$ cat config.mk
export PLATFORM = sky130hd
export DESIGN_NAME = ram_arbiter_flat
export DESIGN_NICKNAME = d
export VERILOG_FILES = /design/src/rtl/ram_arbiter_if.sv /design/src/rtl/ram_arbiter.sv /design/src/flat_wrapper.sv
export SDC_FILE = /design/constraint.sdc
export NUM_CORES = 1
export LEC_CHECK = 0
export ABC_AREA = 1
export BUFFER_PORTS_ARGS = -buffer_cell sky130_fd_sc_hd__buf_4
export CAP_MARGIN = 20
export CELL_PAD_IN_SITES_DETAIL_PLACEMENT = 0
export CELL_PAD_IN_SITES_GLOBAL_PLACEMENT = 2
export CORE_ASPECT_RATIO = 0.9
export CORE_MARGIN = 1.5
export CORE_UTILIZATION = 27
export CTS_CLUSTER_DIAMETER = 120
export CTS_CLUSTER_SIZE = 12
export DETAILED_ROUTE_END_ITERATION = 10
export GPL_TIMING_DRIVEN = 0
export PLACE_DENSITY = 0.83
export SYNTH_ARGS = -nofsm -noshare
export SYNTH_HDL_FRONTEND = slang
export SYNTH_SLANG_ARGS = --single-unit
$ cat constraint.sdc
create_clock -name clk -period 8.7 [get_ports clk]
set_input_delay 0.435 -clock clk [delete_from_list [all_inputs] [get_ports clk]]
set_output_delay 0.435 -clock clk [all_outputs]
set_load 0.05 [all_outputs]
$ cat src/rtl/ram_arbiter_if.sv
// rtl/ram_arbiter_if.sv - requester-side request/grant/read-return bundle for ram_arbiter
interface ram_arbiter_if #(
    parameter int NREQ       = 3,
    parameter int DATA_WIDTH = 8,
    parameter int ADDR_WIDTH = 8
);
    logic [NREQ-1:0]            req;
    logic [NREQ-1:0]            req_we;
    logic [NREQ*ADDR_WIDTH-1:0] req_addr;
    logic [NREQ*DATA_WIDTH-1:0] req_wdata;
    logic [NREQ-1:0]            gnt;
    logic [NREQ-1:0]            rvalid;
    logic [NREQ*DATA_WIDTH-1:0] rdata;

    modport master (
        output req, req_we, req_addr, req_wdata,
        input  gnt, rvalid, rdata
    );

    modport slave (
        input  req, req_we, req_addr, req_wdata,
        output gnt, rvalid, rdata
    );
endinterface

$ cat src/rtl/ram_arbiter.sv
// rtl/ram_arbiter.sv - round-robin arbiter mapping NREQ requesters onto a dual-port RAM
module ram_arbiter #(
    parameter int NREQ       = 3,
    parameter int DATA_WIDTH = 8,
    parameter int ADDR_WIDTH = 8
) (
    input  logic                  clk,
    input  logic                  rst_n,
    ram_arbiter_if.slave          bus,
    output logic [ADDR_WIDTH-1:0] ram_addr_a,
    output logic [ADDR_WIDTH-1:0] ram_addr_b,
    output logic [DATA_WIDTH-1:0] ram_din_a,
    output logic [DATA_WIDTH-1:0] ram_din_b,
    output logic                  ram_we_a,
    output logic                  ram_we_b,
    input  logic [DATA_WIDTH-1:0] ram_dout_a,
    input  logic [DATA_WIDTH-1:0] ram_dout_b
);
    localparam int PTR_W = (NREQ > 1) ? $clog2(NREQ) : 1;

    logic [PTR_W-1:0]           rr_ptr;
    logic [PTR_W-1:0]           rr_next;
    logic [NREQ-1:0]            gnt_a;
    logic [NREQ-1:0]            gnt_b;
    logic [NREQ-1:0]            rd_a;
    logic [NREQ-1:0]            rd_b;
    logic [NREQ-1:0]            rvalid_q;
    logic [NREQ*DATA_WIDTH-1:0] rdata_q;

    // Scan from rr_ptr: first requester takes port A, first non-conflicting one after it takes port B.
    always_comb begin
        int                    idx;
        int                    last;
        logic                  a_found;
        logic                  a_we;
        logic [ADDR_WIDTH-1:0] a_addr;
        gnt_a   = '0;
        gnt_b   = '0;
        a_found = 1'b0;
        a_we    = 1'b0;
        a_addr  = '0;
        idx     = 0;
        last    = 0;
        for (int k = 0; k < NREQ; k++) begin
            idx = int'(rr_ptr) + k;
            if (idx >= NREQ) idx = idx - NREQ;
            if (rst_n && bus.req[idx]) begin
                if (!a_found) begin
                    a_found    = 1'b1;
                    gnt_a[idx] = 1'b1;
                    a_we       = bus.req_we[idx];
                    a_addr     = bus.req_addr[idx*ADDR_WIDTH +: ADDR_WIDTH];
                    last       = idx;
                end else if (gnt_b == '0 &&
                             !(bus.req_addr[idx*ADDR_WIDTH +: ADDR_WIDTH] == a_addr &&
                               (a_we || bus.req_we[idx]))) begin
                    gnt_b[idx] = 1'b1;
                    last       = idx;
                end
            end
        end
        rr_next = rr_ptr;
        if (a_found) rr_next = (last == NREQ - 1) ? '0 : PTR_W'(last + 1);
    end

    always_comb begin
        ram_addr_a = '0;
        ram_addr_b = '0;
        ram_din_a  = '0;
        ram_din_b  = '0;
        ram_we_a   = |(gnt_a & bus.req_we);
        ram_we_b   = |(gnt_b & bus.req_we);
        for (int i = 0; i < NREQ; i++) begin
            if (gnt_a[i]) begin
                ram_addr_a = bus.req_addr[i*ADDR_WIDTH +: ADDR_WIDTH];
                if (bus.req_we[i]) ram_din_a = bus.req_wdata[i*DATA_WIDTH +: DATA_WIDTH];
            end
            if (gnt_b[i]) begin
                ram_addr_b = bus.req_addr[i*ADDR_WIDTH +: ADDR_WIDTH];
                if (bus.req_we[i]) ram_din_b = bus.req_wdata[i*DATA_WIDTH +: DATA_WIDTH];
            end
        end
    end

    assign rd_a       = gnt_a & ~bus.req_we;
    assign rd_b       = gnt_b & ~bus.req_we;
    assign bus.gnt    = gnt_a | gnt_b;
    assign bus.rvalid = rvalid_q;
    assign bus.rdata  = rdata_q;

    always_ff @(posedge clk or negedge rst_n) begin
        if (!rst_n) begin
            rr_ptr   <= '0;
            rvalid_q <= '0;
            rdata_q  <= '0;
        end else begin
            rr_ptr   <= rr_next;
            rvalid_q <= rd_a | rd_b;
            for (int i = 0; i < NREQ; i++) begin
                if (rd_a[i])      rdata_q[i*DATA_WIDTH +: DATA_WIDTH] <= ram_dout_a;
                else if (rd_b[i]) rdata_q[i*DATA_WIDTH +: DATA_WIDTH] <= ram_dout_b;
            end
        end
    end
endmodule

$ cat src/flat_wrapper.sv
// flat-port wrapper written by rule: the top's interface ports become plain ports
module ram_arbiter_flat 
#(
    parameter int NREQ       = 3,
    parameter int DATA_WIDTH = 8,
    parameter int ADDR_WIDTH = 8
)
  (clk, rst_n, ram_addr_a, ram_addr_b, ram_din_a, ram_din_b, ram_we_a, ram_we_b, ram_dout_a, ram_dout_b, bus_req, bus_req_we, bus_req_addr, bus_req_wdata, bus_gnt, bus_rvalid, bus_rdata);
  ram_arbiter_if #(.NREQ(NREQ), .DATA_WIDTH(DATA_WIDTH), .ADDR_WIDTH(ADDR_WIDTH)) bus_i ();
  input  logic clk;
  input  logic rst_n;
  output logic [ADDR_WIDTH-1:0] ram_addr_a;
  output logic [ADDR_WIDTH-1:0] ram_addr_b;
  output logic [DATA_WIDTH-1:0] ram_din_a;
  output logic [DATA_WIDTH-1:0] ram_din_b;
  output logic ram_we_a;
  output logic ram_we_b;
  input  logic [DATA_WIDTH-1:0] ram_dout_a;
  input  logic [DATA_WIDTH-1:0] ram_dout_b;
  input wire logic [$bits(bus_i.req)-1:0] bus_req;
  input wire logic [$bits(bus_i.req_we)-1:0] bus_req_we;
  input wire logic [$bits(bus_i.req_addr)-1:0] bus_req_addr;
  input wire logic [$bits(bus_i.req_wdata)-1:0] bus_req_wdata;
  output wire logic [$bits(bus_i.gnt)-1:0] bus_gnt;
  output wire logic [$bits(bus_i.rvalid)-1:0] bus_rvalid;
  output wire logic [$bits(bus_i.rdata)-1:0] bus_rdata;
  assign bus_i.req = bus_req;
  assign bus_i.req_we = bus_req_we;
  assign bus_i.req_addr = bus_req_addr;
  assign bus_i.req_wdata = bus_req_wdata;
  assign bus_gnt = bus_i.gnt;
  assign bus_rvalid = bus_i.rvalid;
  assign bus_rdata = bus_i.rdata;
  ram_arbiter #(.NREQ(NREQ), .DATA_WIDTH(DATA_WIDTH), .ADDR_WIDTH(ADDR_WIDTH)) u_core (.clk(clk), .rst_n(rst_n), .bus(bus_i), .ram_addr_a(ram_addr_a), .ram_addr_b(ram_addr_b), .ram_din_a(ram_din_a), .ram_din_b(ram_din_b), .ram_we_a(ram_we_a), .ram_we_b(ram_we_b), .ram_dout_a(ram_dout_a), .ram_dout_b(ram_dout_b));
endmodule
; After elaboration in Yosys (flattened, before gate mapping)
; Cells that the tools add are included.
[word_totals]
latch_bits = 0
mem_bits_rw = 0
word_cells = 132
output_inout_bits = 64
input_bits = 72
n_memories = 0
romBits = 0
reg_bits = 29
[classes]
n_bitwise = 10
n_addsub = 6
div = 0
shifts = 3
eq_ne = 3
mux = 78
n_reduce_logical = 18
mul = 0
magnitude_cmp = 9
[ops]
columns = operator, count
row1 = 2-to-1 mux 32 bit, 10
row2 = 2-to-1 mux 8 bit, 26
row3 = >= comparator 32 x 1 -> 1 bit (second input constant), 3
row4 = less-than comparator 32 x 4 -> 1 bit (second input constant), 3
row5 = indexed part select 24 x 32 -> 8 bit, 3
row6 = >= comparator 32 x 3 -> 1 bit (second input constant), 2
row7 = subtractor 32 x 3 -> 32 bit (second input constant), 2
row8 = 2-to-1 mux 3 bit, 11
row9 = == test 32 x 3 -> 1 bit (second input constant), 1
row10 = 2-to-1 mux 1 bit, 21
row11 = == test 8 bit, 2
row12 = OR 3 bit, 5
row13 = bitwise AND 3 bit, 4
row14 = binary-select mux 1 bit (select 2 bit), 6
row15 = logical AND 1 bit, 9
row16 = demux 1 bit (select 2 bit), 3
row17 = nonzero test 2 bit, 3
row18 = OR reduction 3 bit, 2
row19 = adder 2 x 1 -> 3 bit (second input constant), 1
row20 = adder 2 x 2 -> 3 bit (second input constant), 1
row21 = zero test 3 bit, 1
row22 = NOT 3 bit, 1
row23 = subtractor 2 x 2 -> 3 bit (second input constant), 1
row24 = adder 2 bit (second input constant), 1
row25 = 4 further kinds, 5

; Logic depth before layout (Yosys ltp)
[logic_depth]
ltp_word = 22
ltp_mapped = 26
mapped_depth_nobuf = 24

; Worst setup path before layout
; OpenSTA, ideal clock, no wires.
[synth_timing]
kind = register -> output
startpoint = register u_core.rr_ptr[0]
endpoint = output port ram_din_a[0]
setup_slack_ns = 4.992
arrival_time_ns = 3.273
t_required_ns = 8.265
n_path_buf = 1
stages_incl_launch_ff = 17
path_cell_list = dfrtp_1 > inv_1 > ha_1 > nand2_1 > nand2_1 > nor2_1 > nor2_2 > nor2_1 > inv_1 > nor2_2 > inv_2 > nor2_1 > nor2_4 > inv_2 > nand2_1 > buf_2 > a31oi_1
[synth_via]
elab_chain_cells = 18
word_cells_on_any_way = 52
cone_classes = add/sub (5) / order compare (9) / mux (30) / bitwise (2) / reduce/logical (6)
[synth_rtl]
columns = item, line
row1 = from (decl), ram_arbiter.sv:21  ; logic [PTR_W-1:0] rr_ptr;
row2 = from (signal assigned), ram_arbiter.sv:97  ; rr_ptr <= rr_next;
row3 = adder 2 x 1 -> 3 bit (tied with other cells), ram_arbiter.sv:45  ; idx = int'(rr_ptr) + k;
row4 = subtractor 32 x 3 -> 32 bit (tied with other cells), ram_arbiter.sv:46  ; if (idx >= NREQ) idx = idx - NREQ;
row5 = 2-to-1 mux 32 bit (tied with other cells), ram_arbiter.sv:46
row6 = >= comparator 32 x 1 -> 1 bit (not written as such) (tied with other cells), ram_arbiter.sv:50  ; gnt_a[idx] = 1'b1;
row7 = logical AND 1 bit (not written as such) (tied with other cells), ram_arbiter.sv:50
row8 = 2-to-1 mux 1 bit (not written as such) (tied with other cells), ram_arbiter.sv:50
row9 = demux 1 bit (select 2 bit) or 2-to-1 mux 3 bit (tied branches), --
row10 = OR 3 bit (no line), --
row11 = (+2 left out), --
row12 = OR 3 bit (no line), --
row13 = 2-to-1 mux 3 bit, ram_arbiter.sv:48  ; if (!a_found) begin
row14 = 2-to-1 mux 3 bit *, ram_arbiter.sv:47  ; if (rst_n && bus.req[idx]) begin
row15 = 2-to-1 mux 8 bit, ram_arbiter.sv:74  ; if (gnt_a[i]) begin
row16 = 2-to-1 mux 8 bit, ram_arbiter.sv:76  ; if (bus.req_we[i]) ram_din_a = bus.req_wdata[i*DATA_WIDTH +: DATA_WIDTH];
row17 = 2-to-1 mux 8 bit, ram_arbiter.sv:74
row18 = 2-to-1 mux 8 bit, ram_arbiter.sv:76
row19 = 2-to-1 mux 8 bit *, ram_arbiter.sv:74
row20 = to (decl), flat_wrapper.sv:14  ; output logic [DATA_WIDTH-1:0] ram_din_a;
; Mark *: on every way between the ends. The rest lies on a longest branch, timed or not. The select of a mux whose other input is x is not followed.

; Worst setup path after layout
[layout_timing]
startpoint = register u_core.rr_ptr[0]
endpoint = output port ram_addr_b[1]
[layout_via]
elab_chain_cells = 20
word_cells_on_any_way = 72
cone_classes = add/sub (5) / order compare (7) / eq/ne (2) / shift (3) / mux (42) / bitwise (1) / reduce/logical (12)
[layout_rtl]
columns = item, line
row1 = "parallel branches: the longest is 16 deep, another holds subtractor 32 x 3 -> 32 bit", --
row2 = 2-to-1 mux 3 bit *, ram_arbiter.sv:47
row3 = 2-to-1 mux 8 bit (2 in series), ram_arbiter.sv:78  ; if (gnt_b[i]) begin
row4 = 2-to-1 mux 8 bit *, ram_arbiter.sv:78
row5 = to (decl), flat_wrapper.sv:13  ; output logic [ADDR_WIDTH-1:0] ram_addr_b;
; Mark *: on every way between the ends. The select of a mux whose other input is x is not followed.

==> flow_metrics.env <==
export IMPL_final_area_sq_um=5658
export IMPL_crit_arrival_ns=4.07
export IMPL_numPortBuffers=135
export IMPL_dieArea_sq_um=16390
export IMPL_outcome="complete, no violations"
export IMPL_slew_violations=0
export IMPL_cts_sinks=29
export IMPL_start_util=0.2752
export IMPL_gr_max_usage_layer="met2"
export IMPL_yosys_warnings=0
export IMPL_place_hpwl_mm=14.50
export IMPL_n_antenna_cell=0
export IMPL_fin_nets=991
export IMPL_synth_area_leader_cell="nand2_1"
export IMPL_period_share=0.5175
export IMPL_hold_buffers=0
export IMPL_drc_errors=0
export IMPL_final_cell_mix="281 x nand2_1, 140 x buf_4, 96 x nand3_1"
export IMPL_syn_area_sq_um=4219
export IMPL_max_slew_worst_pin_slew_ns=0.6544
export IMPL_cts_max_level=2
export IMPL_cpMostUsedCell="nand2_1"
export IMPL_drive_gt1_frac=0.2245
export IMPL_ant_nets=0
export IMPL_setup_viol=0
export IMPL_max_stage_delay_ns=0.43
export IMPL_avgRoutedWirePerCell_um=16.83
export IMPL_post_cts_buffers=0
export IMPL_synth_cells=770
export IMPL_rr_worst_depth=20
export IMPL_critPathSlowestCell="dfrtp_1"
export IMPL_yosys_mux_area_fraction=0
export IMPL_gr_total_overflow=0
export IMPL_grtUsageMet2=0.3587
export IMPL_gr_usage_met3=0.02455
export IMPL_synth_simple_area_share=0.5374
export IMPL_clkLatencyLatePin_ns=0.27
export IMPL_synth_top_area_frac=0.2500
export IMPL_syn_to_final_growth_pct=34.10
export IMPL_crit_chain="inv_1 > ha_1 > nand2_1 > nand2_1 > nand2_1 > nor2_2 > nand2_1 > o21ai_1 > inv_1 > nand2_1 > nand2_1 > nor2_1 > nand3_1 > nand4_1 > nand2_2 > nand2_4 > buf_6 > nor2_1 > nor2_1 > buf_4"
export IMPL_cts_resized=0
export IMPL_startpoint_type="register"
export IMPL_finalHoldViolCount=0
export IMPL_seq_area_frac_synth=0.1720
export IMPL_placed_cells=1107
export IMPL_synth_compound_area_frac=0.1501
export IMPL_fmax_mhz=222.1
export IMPL_drv_cap=0
export IMPL_grt_util_met1=0.3326
export IMPL_synth_cell_type_count=39
export IMPL_viasPerCell=5.004
export IMPL_first_global_vias=5090
export IMPL_worst_path_buf_inv=4
export IMPL_skew_ns=0.002738
export IMPL_min_period_ns=4.502
export IMPL_fp_dieH_um=121.6
export IMPL_place_area_sq_um=5485
export IMPL_drtPass1Iterations=5
export IMPL_grt_pass1_wl_mm=29.09
export IMPL_core_sq_um=15330
export IMPL_crit_fanout=10
export IMPL_layout_cells_non_filler=1115
export IMPL_postSynthAreaPerCell_sq_um=5.479
export IMPL_synth_top_family_by_area="simple AND/OR/NAND/NOR gates"
export IMPL_fin_tns_setup_ns=0
export IMPL_drt_iter0_drc=517
export IMPL_crit_path_end_kind="output port"
export IMPL_cts_buffer_depth=2
export IMPL_num_rows=43
export IMPL_synth_adder_area_share=0.02076
export IMPL_final_common_cell="nand2_1"
export IMPL_grt_start_max_net_pins=34
export IMPL_wirelength_mm=18.77
export IMPL_cp_top_family="simple AND/OR/NAND/NOR gates"
export IMPL_grt_util_all_layers=0.2265
export IMPL_die_x_um=134.8
export IMPL_relSlewSlack=0.5638
export IMPL_synth_nets=849
export IMPL_antenna_found_initial=0
export IMPL_tritoncts="yes"
export IMPL_cts_clk_slew_worst_paths_ns=0.05
export IMPL_globalplace_congestion=0.9417
export IMPL_cts_buffers=5
export IMPL_cp_depth=20
export IMPL_synth_xor_area_share=0.004152
export IMPL_worstPathRequired_ns=8.27
export IMPL_crit_type="register to output port"
export IMPL_hp_class="primary input to async pin"
export IMPL_rsz0062_at_grt="false"
export IMPL_pin_count=136
export IMPL_synth_ff_latch_count=29
export IMPL_synthTopCellsByArea="nand2_1 25%, dfrtp_1 17%, nand3_1 11%, nor2_1 6.6%, inv_1 5.8%"
export IMPL_vias=5579
export IMPL_cts_root_buf="clkbuf_16"
[final cells by class]
cell class,count,area (sq um)
Tap cell,202,252.7
Timing Repair Buffer,135,1013
Fill cell,1778,9676
Clock inverter,1,30.03
Multi-Input combinational cell,631,3005
Buffer,36,206.4
Clock buffer,7,142.6
Sequential cell,29,725.7
Inverter,74,281.5
[registers in the layout (all words and copies together) (netlist names)]
register           flops
u_core.bus.rvalid      3
u_core.rr_ptr          2
u_core.bus.rdata      24
[worst reg2reg max path: stages (launching register included)]
cell and delay (ns):
dfrtp_1 0.43, inv_1 0.11, ha_1 0.41, nand2_1 0.10, nand2_1 0.07, nand2_1 0.05
nor2_2 0.39, nand2_1 0.28, o21ai_1 0.23, inv_1 0.06, nand2_1 0.05, nand2_1 0.05
nor2_1 0.12, nand3_1 0.27, nand3_1 0.24, nand2_1 0.12, o21ai_0 0.22, ha_1 0.17
nand3_1 0.10, nand3_1 0.10, nand2_1 0.05
[logic make-up after synthesis]
kind of cell               Yosys count
DFF                                 29
and+or+nand+nor                    509
AOI/OAI and AO/OA                  113
buffers and inverters              110
adders and majority gates            7
xor gates and xnor gates             2
[per-layer routing]
layer | share of wire | vias to the layer above | wire length, um
met5 | 0 | - | 0
li1 | - | 2778 | -
met2 | 0.44 | 204 | 8347
met1 | 0.48 | 2580 | 8948
met3 | 0.062 | 17 | 1163
met4 | 0.017 | 0 | 310
[cell usage after synthesis, drive strengths merged]
| master | count |
|---|---|
| o211ai | 3 |
| and3 | 1 |
| ha | 7 |
| a21oi | 41 |
| o31ai | 4 |
| o22ai | 1 |
| nand2 | 295 |
| buf | 23 |
| nand3b | 10 |
| o21ai | 53 |
| or2 | 1 |
| nand4 | 16 |
| nor3 | 3 |
| inv | 73 |
| clkbuf | 13 |
| nand3 | 102 |
| dfrtp | 29 |
| xor2 | 1 |
| a31oi | 9 |
| a21o | 1 |
| a22oi | 1 |
| clkinv | 1 |
| xnor2 | 1 |
| nor2 | 81 |
[final timing paths]
kind,endpoint,slack (ns),start
worst max-delay path,ram_addr_b[1],4.20,u_core.rr_ptr[0]
worst min-delay path,u_core.rr_ptr[0],0.11,rst_n
worst max register to register,u_core.rr_ptr[0],4.97,u_core.rr_ptr[0]
worst min register to register,u_core.bus.rdata[0],0.50,u_core.bus.rdata[0]
max in group asynchronous,u_core.bus.rdata[16],8.27,rst_n
min in group clk,u_core.bus.rdata[13],0.50,ram_dout_b[5]
[per-stage QoR]
step                      setup WS [ns]  utilization  hold WS (ns)
final                             4.198       0.3690        0.1131
after global routing              3.956       0.3690        0.1415
after CTS                         4.253       0.3690        0.1346
after detailed placement          4.564       0.3577        0.4219
after global placement            4.562       0.3577        0.4254
after floorplan                   4.992            -        0.1394
Power is left out: the tool's default activity adds up to more than one toggle a clock period on the data nets, which glitch-free logic cannot reach.
